--- src/rtl/i2s_slave.sv ---
// I2S slave receiver/transmitter running entirely in the mclk domain.
// lrck, sclk and sdin are resynchronized, and the block acts on each sclk
// rising edge seen in the mclk domain. A left+right pair is published
// together with a one-cycle pvalid. Transmit words are loaded at each
// channel change and shifted out MSB first.
module i2s_slave #(
   parameter int WIDTH       = 32,
   parameter int SYNC_STAGES = 2
) (
   input  logic             mclk,
   input  logic             srst,
   input  logic             lrck,
   input  logic             sclk,
   input  logic             sdin,
   output logic [WIDTH-1:0] pldout,
   output logic [WIDTH-1:0] prdout,
   output logic             pvalid,
   output logic             ferr,
   output logic             sdout,
   input  logic [WIDTH-1:0] pldin,
   input  logic [WIDTH-1:0] prdin,
   output logic             ptake
);

   localparam int CW = $clog2(WIDTH + 1);
   localparam logic [CW-1:0] CNT_FULL = CW'(WIDTH);
   localparam logic [CW-1:0] CNT_LAST = CW'(WIDTH - 1);

   logic [SYNC_STAGES-1:0] lrck_sync_q, lrck_sync_d;
   logic [SYNC_STAGES-1:0] sclk_sync_q, sclk_sync_d;
   logic [SYNC_STAGES-1:0] sdin_sync_q, sdin_sync_d;
   logic                   sclk_dly_q, sclk_dly_d;
   logic                   lr_q, lr_d;
   logic                   armed_q, armed_d;
   logic [CW-1:0]          cnt_q, cnt_d;
   logic [WIDTH-2:0]       rx_sr_q, rx_sr_d;
   logic [WIDTH-1:0]       stage_q, stage_d;
   logic                   stage_vld_q, stage_vld_d;
   logic [WIDTH-1:0]       pldout_q, pldout_d;
   logic [WIDTH-1:0]       prdout_q, prdout_d;
   logic                   pvalid_q, pvalid_d;
   logic                   ferr_q, ferr_d;
   logic                   ptake_q, ptake_d;
   logic [WIDTH-1:0]       tx_sr_q, tx_sr_d;
   logic [WIDTH-1:0]       hold_q, hold_d;

   logic             lrck_s, sclk_s, sdin_s;
   logic             rise, chg, complete;
   logic [WIDTH-1:0] rx_word;

   assign lrck_s  = lrck_sync_q[SYNC_STAGES-1];
   assign sclk_s  = sclk_sync_q[SYNC_STAGES-1];
   assign sdin_s  = sdin_sync_q[SYNC_STAGES-1];
   assign rise    = sclk_s & ~sclk_dly_q;
   assign chg     = rise & (lrck_s != lr_q);
   assign rx_word = {rx_sr_q, sdin_s};

   // Synchronizer chains: new sample enters at bit 0.
   always_comb begin
      lrck_sync_d = (lrck_sync_q << 1) | SYNC_STAGES'(lrck);
      sclk_sync_d = (sclk_sync_q << 1) | SYNC_STAGES'(sclk);
      sdin_sync_d = (sdin_sync_q << 1) | SYNC_STAGES'(sdin);
      sclk_dly_d  = sclk_s;
   end

   // Per-rise receive/transmit handling and pair publication.
   always_comb begin
      lr_d        = lr_q;
      armed_d     = armed_q;
      cnt_d       = cnt_q;
      rx_sr_d     = rx_sr_q;
      stage_d     = stage_q;
      stage_vld_d = stage_vld_q;
      pldout_d    = pldout_q;
      prdout_d    = prdout_q;
      pvalid_d    = 1'b0;
      ferr_d      = 1'b0;
      ptake_d     = 1'b0;
      tx_sr_d     = tx_sr_q;
      hold_d      = hold_q;
      complete    = 1'b0;
      if (rise) begin
         lr_d = lrck_s;
         if (chg) begin
            // The delay slot after a channel change carries the outgoing LSB.
            armed_d = 1'b1;
            cnt_d   = '0;
            if (armed_q) begin
               if (cnt_q == CNT_LAST) begin
                  complete = 1'b1;
               end else if (cnt_q != CNT_FULL) begin
                  ferr_d = 1'b1;
               end
            end
            if (!lrck_s) begin
               tx_sr_d = pldin;
               hold_d  = prdin;
               ptake_d = 1'b1;
            end else begin
               tx_sr_d = hold_q;
            end
         end else begin
            if (armed_q && (cnt_q != CNT_FULL)) begin
               rx_sr_d = rx_word[WIDTH-2:0];
               cnt_d   = cnt_q + CW'(1);
               if (cnt_q == CNT_LAST) begin
                  complete = 1'b1;
               end
            end
            tx_sr_d = {tx_sr_q[WIDTH-2:0], 1'b0};
         end
      end
      // lr_q still holds the channel the completed word belongs to.
      if (complete) begin
         if (!lr_q) begin
            stage_d     = rx_word;
            stage_vld_d = 1'b1;
         end else if (stage_vld_q) begin
            pldout_d    = stage_q;
            prdout_d    = rx_word;
            pvalid_d    = 1'b1;
            stage_vld_d = 1'b0;
         end
      end
   end

   // State registers with synchronous reset.
   always_ff @(posedge mclk) begin
      if (srst) begin
         lrck_sync_q <= '0;
         sclk_sync_q <= '0;
         sdin_sync_q <= '0;
         sclk_dly_q  <= 1'b0;
         lr_q        <= 1'b0;
         armed_q     <= 1'b0;
         cnt_q       <= '0;
         rx_sr_q     <= '0;
         stage_q     <= '0;
         stage_vld_q <= 1'b0;
         pldout_q    <= '0;
         prdout_q    <= '0;
         pvalid_q    <= 1'b0;
         ferr_q      <= 1'b0;
         ptake_q     <= 1'b0;
         tx_sr_q     <= '0;
         hold_q      <= '0;
      end else begin
         lrck_sync_q <= lrck_sync_d;
         sclk_sync_q <= sclk_sync_d;
         sdin_sync_q <= sdin_sync_d;
         sclk_dly_q  <= sclk_dly_d;
         lr_q        <= lr_d;
         armed_q     <= armed_d;
         cnt_q       <= cnt_d;
         rx_sr_q     <= rx_sr_d;
         stage_q     <= stage_d;
         stage_vld_q <= stage_vld_d;
         pldout_q    <= pldout_d;
         prdout_q    <= prdout_d;
         pvalid_q    <= pvalid_d;
         ferr_q      <= ferr_d;
         ptake_q     <= ptake_d;
         tx_sr_q     <= tx_sr_d;
         hold_q      <= hold_d;
      end
   end

   assign pldout = pldout_q;
   assign prdout = prdout_q;
   assign pvalid = pvalid_q;
   assign ferr   = ferr_q;
   assign ptake  = ptake_q;
   assign sdout  = tx_sr_q[WIDTH-1];

endmodule

--- config.mk ---
export PLATFORM = sky130hd
export DESIGN_NAME = i2s_slave
export DESIGN_NICKNAME = d
export VERILOG_FILES = /design/src/rtl/i2s_slave.sv
export SDC_FILE = /design/constraint.sdc
export NUM_CORES = 1
export LEC_CHECK = 0
export ABC_AREA = 1
export CAP_MARGIN = 20
export CORE_MARGIN = 2
export CORE_UTILIZATION = 57
export CTS_CLUSTER_DIAMETER = 120
export DETAILED_ROUTE_END_ITERATION = 8
export GPL_TIMING_DRIVEN = 0
export MAX_ROUTING_LAYER = met4
export PLACE_DENSITY = 0.83
export SYNTH_ARGS = -nofsm -noshare
export SYNTH_HDL_FRONTEND = slang
export SYNTH_SLANG_ARGS = --single-unit
--- constraint.sdc ---
create_clock -name mclk -period 5.2 [get_ports mclk]
set_clock_uncertainty 0.1 [all_clocks]
set_input_delay 1.04 -clock mclk [delete_from_list [all_inputs] [get_ports mclk]]
set_output_delay 1.04 -clock mclk [all_outputs]
set_load 0.01 [all_outputs]
==> summary.md <==
| Metric | Value |
|---|---|
| Status | finished, final reports clean |
| Root Buffer | clkbuf_16 |
| Power per cell area | 323 nW/um^2 |
| Worst r2r path cells | 9 |
| Reg2reg end | rx_sr_q[7]$_SDFFE_PP0P_ |
| Grt ovf | 0 |
| CP Data Required Time | 4.06 ns |
| Antenna-violating nets left | 0 |
| ANT cells | 0 |
| CP max-delay cell | clkdlybuf4s50_1 |
| Largest stage delay, worst path | 0.55 ns |
| Post-synthesis sequential area ratio | 0.516 |
| Die W | 124 um |
| Area of placed instances | 9720 sq um |
| DR pass1 iterations | 5 |
| Hold Fails Final Rpt | 0 |
| Clock sinks | 210 |
| CP Max Fanout | 2 |
| Core footprint | 13900 sq um |
| Final Critical Period | 2.55 ns |
| Startpoint Class | flip-flop |
| Total track usage | 0.291 |
| Largest net degree at the start of global routing | 16 |
| Worst Setup End Kind | output port |
| CP startpoint | pldout[31]$_SDFFE_PP0P_ |
| HPWL after DPL | 14800 um |
| Syn nets | 1180 |
| TritonCTS clock tree | done |
| Global-route wire length before repair | 34900 um |
| Share of cells above drive strength 1 | 0.0453 |
| Worst-Skew Late Latency | 0.48 ns |
| Initial detailed-routing violation count | 707 |
| Post-synthesis cell count | 1109 |
| Yosys warning count | 0 |
| Setup WS post-layout | 2.65 ns |
| Peak VDD IR | 0.236 mV |
| RR Startpoint | cnt_q[0]$_SDFFE_PP0P_ |
| Post-Route WL | 21300 um |
| CP delay by family, top | buffers and inverters |
| Most common library cell in the layout ignoring fill and taps | nand2_1 |
| Nets | 1338 |
| Fillers | 1070 |
| FF+latch count, synth | 210 |
| FF-to-FF setup slack | 2.91 ns |
| Type of the worst setup path | reg2out |
| Vias after detailed routing | 7923 |
| Post-synth cell types | 25 |
| Area growth syn-to-layout | 28.4% |
| FMAX | 392 MHz |
| Max-slew headroom | 0.558 |
| Final Cell Area | 10500 sq um |
| Cells along the critical path | clkdlybuf4s50_1 |
| Most frequent cells in the layout | nand2_1, dfxtp_1, a21oi_1, clkdlybuf4s50_1, nor2_1 |
| Setup_tns | 0 ns |
| Worst-path clk slew | 0.07 ns |
| DIE AREA | 15300 sq um |
| Htree depth | 1 |
| Hold Path End | sclk_sync_q[1]$_SDFF_PP0_ |
| Arrival time worst endpoint | 1.41 ns |
| Total power | 3380 uW |
| # rows | 43 |
| Setup Buffers After CTS | 0 |
| I/O pin cnt | 137 |
| I/O Buffers | 135 |
| Starting Density | 0.585 |
| Post-CTS Resized | 0 |
| Initial antenna violation count | 0 |
| Vias in the first global route | 7350 |
| Clock Path Buffers | 3 |
| Slew Limit Fails | 0 |
| Placement Setup Slack | 2.54 ns |
| Measured slew at the worst slew-check pin | 0.656 ns |
| Per-cell routed wire length | 14.6 um |
| Total CTS buffers | 21 |
| RSZ-0062 raised after global routing | no |
| Hold_buf cts | 0 |
| Crit share post-route | 0.491 |
| Placer Congestion | 0.871 |
| Setup-failing EPs final | 0 |
| Mapped Area | 8150 sq um |
| Vias/cell | 5.42 |
| Worst hold slack | 0.307 ns |
| Min-Delay Path Depth | 2 |
| HP Class | reg2reg |
| Min-delay src | sclk_sync_q[0]$_SDFF_PP0_ |
| Max-cap violations | 0 |
| DIE HEIGHT | 124 um |
| Syn Area/Cell | 7.35 sq um |
| DRC violations left | 0 |
| Crit path buf inv count | 1 |
| Leak | 0.00401 uW |
==> synthesized netlist by cell type <==
master | instances | share of area
a21oi_1 | 156 | 0.096
buf_1 | 3 | 0.0014
buf_2 | 11 | 0.0068
buf_4 | 6 | 0.0055
clkbuf_1 | 61 | 0.028
clkinv_1 | 2 | 0.00092
dfxtp_1 | 210 | 0.52
ha_1 | 2 | 0.0031
inv_1 | 54 | 0.025
inv_2 | 1 | 0.00046
mux2i_1 | 1 | 0.0012
nand2_1 | 335 | 0.15
nand2_2 | 1 | 0.00077
nand3_1 | 66 | 0.041
nand3b_1 | 1 | 0.00092
nand4_1 | 33 | 0.025
nor2_1 | 86 | 0.040
nor2_2 | 1 | 0.00077
nor2_4 | 1 | 0.0014
nor3_1 | 1 | 0.00061
nor3_4 | 1 | 0.0020
o211a_1 | 1 | 0.0012
o211ai_1 | 6 | 0.0055
o21ai_0 | 68 | 0.042
xor2_1 | 1 | 0.0011
==> sequential cells by signal, summed over array words and instances, names as in the netlist, 2 cells and up <==
name / flops
cnt_q: 6
hold_q: 32
lrck_sync_q: 2
pldout: 32
prdout: 32
rx_sr_q: 31
sclk_sync_q: 2
sdin_sync_q: 2
stage_q: 32
tx_sr_q: 32
==> metal layers <==
metal	vias to the layer above	track usage	wire [um]	part of all wire
li1	3920	-	-	-
met3	39	0.0378	1360	0.064
met4	0	0.0838	411	0.019
met1	3670	0.394	9700	0.45
met5	-	-	0	0
met2	294	0.458	9870	0.46
==> metrics by stage <==
stage | instances | utilization
CTS | 1461 | 0.751
floorplan | 1109 | -
global route | 1461 | 0.751
finish | 1461 | 0.751
global placement | 1424 | 0.698
detailed placement | 1424 | 0.698
==> worst max path at each step <==
stage / to / slack (ns) / depth (start not counted)
CTS: prdout[0] / 2.65 / 1
finish: pldout[31] / 2.65 / 1
detailed placement: rx_sr_q[26]$_SDFFE_PP0P_ / 2.54 / 4
global placement: rx_sr_q[26]$_SDFFE_PP0P_ / 2.57 / 4
floorplan: armed_q$_SDFFE_PP0P_ / 3.13 / 6
global route: prdout[1] / 2.60 / 1
==> kinds of logic (layout without fill, tap and decap cells) <==
kind of cell,after synthesis,after routing,share of synthesized area
xor+xnor,1,1,0.00108
mux,1,1,0.00123
fa+ha+maj,2,2,0.00307
simple gates,526,526,0.266
compound gates,231,231,0.144
buf+inv,138,310,0.0680
flops,210,210,0.516
==> worst register-to-register path, stage by stage, from the launching register on <==
cell,delay [ns]
dfxtp_1,0.45
inv_1,0.09
ha_1,0.20
nand2_1,0.08
nor2_1,0.04
nor2_1,0.46
nand2_1,0.27
clkbuf_1,0.29
nand2_1,0.13
a21oi_1,0.06
==> layout make-up <==
cell class | instances | area, sq um | area share
Clock buffer | 25 | 571 | 0.0545
Clock inverter | 12 | 165 | 0.0158
Timing Repair Buffer | 135 | 1350 | 0.129
Tap cell | 180 | 225 | 0.0215
Buffer | 81 | 340 | 0.0325
Inverter | 57 | 214 | 0.0205
Multi-Input combinational cell | 761 | 3390 | 0.324
Sequential cell | 210 | 4200 | 0.402
==> where the power goes <==
| group | total [uW] | leakage, uW | internal, uW | switching (uW) |
|---|---|---|---|---|
| Combinational | 155 | 0.00196 | 65.6 | 89.5 |
| Sequential | 1630 | 0.00169 | 1620 | 5.63 |
| Clock | 1600 | 0.000362 | 981 | 618 |
No activity file was read; power rests on OpenSTA's default activity.
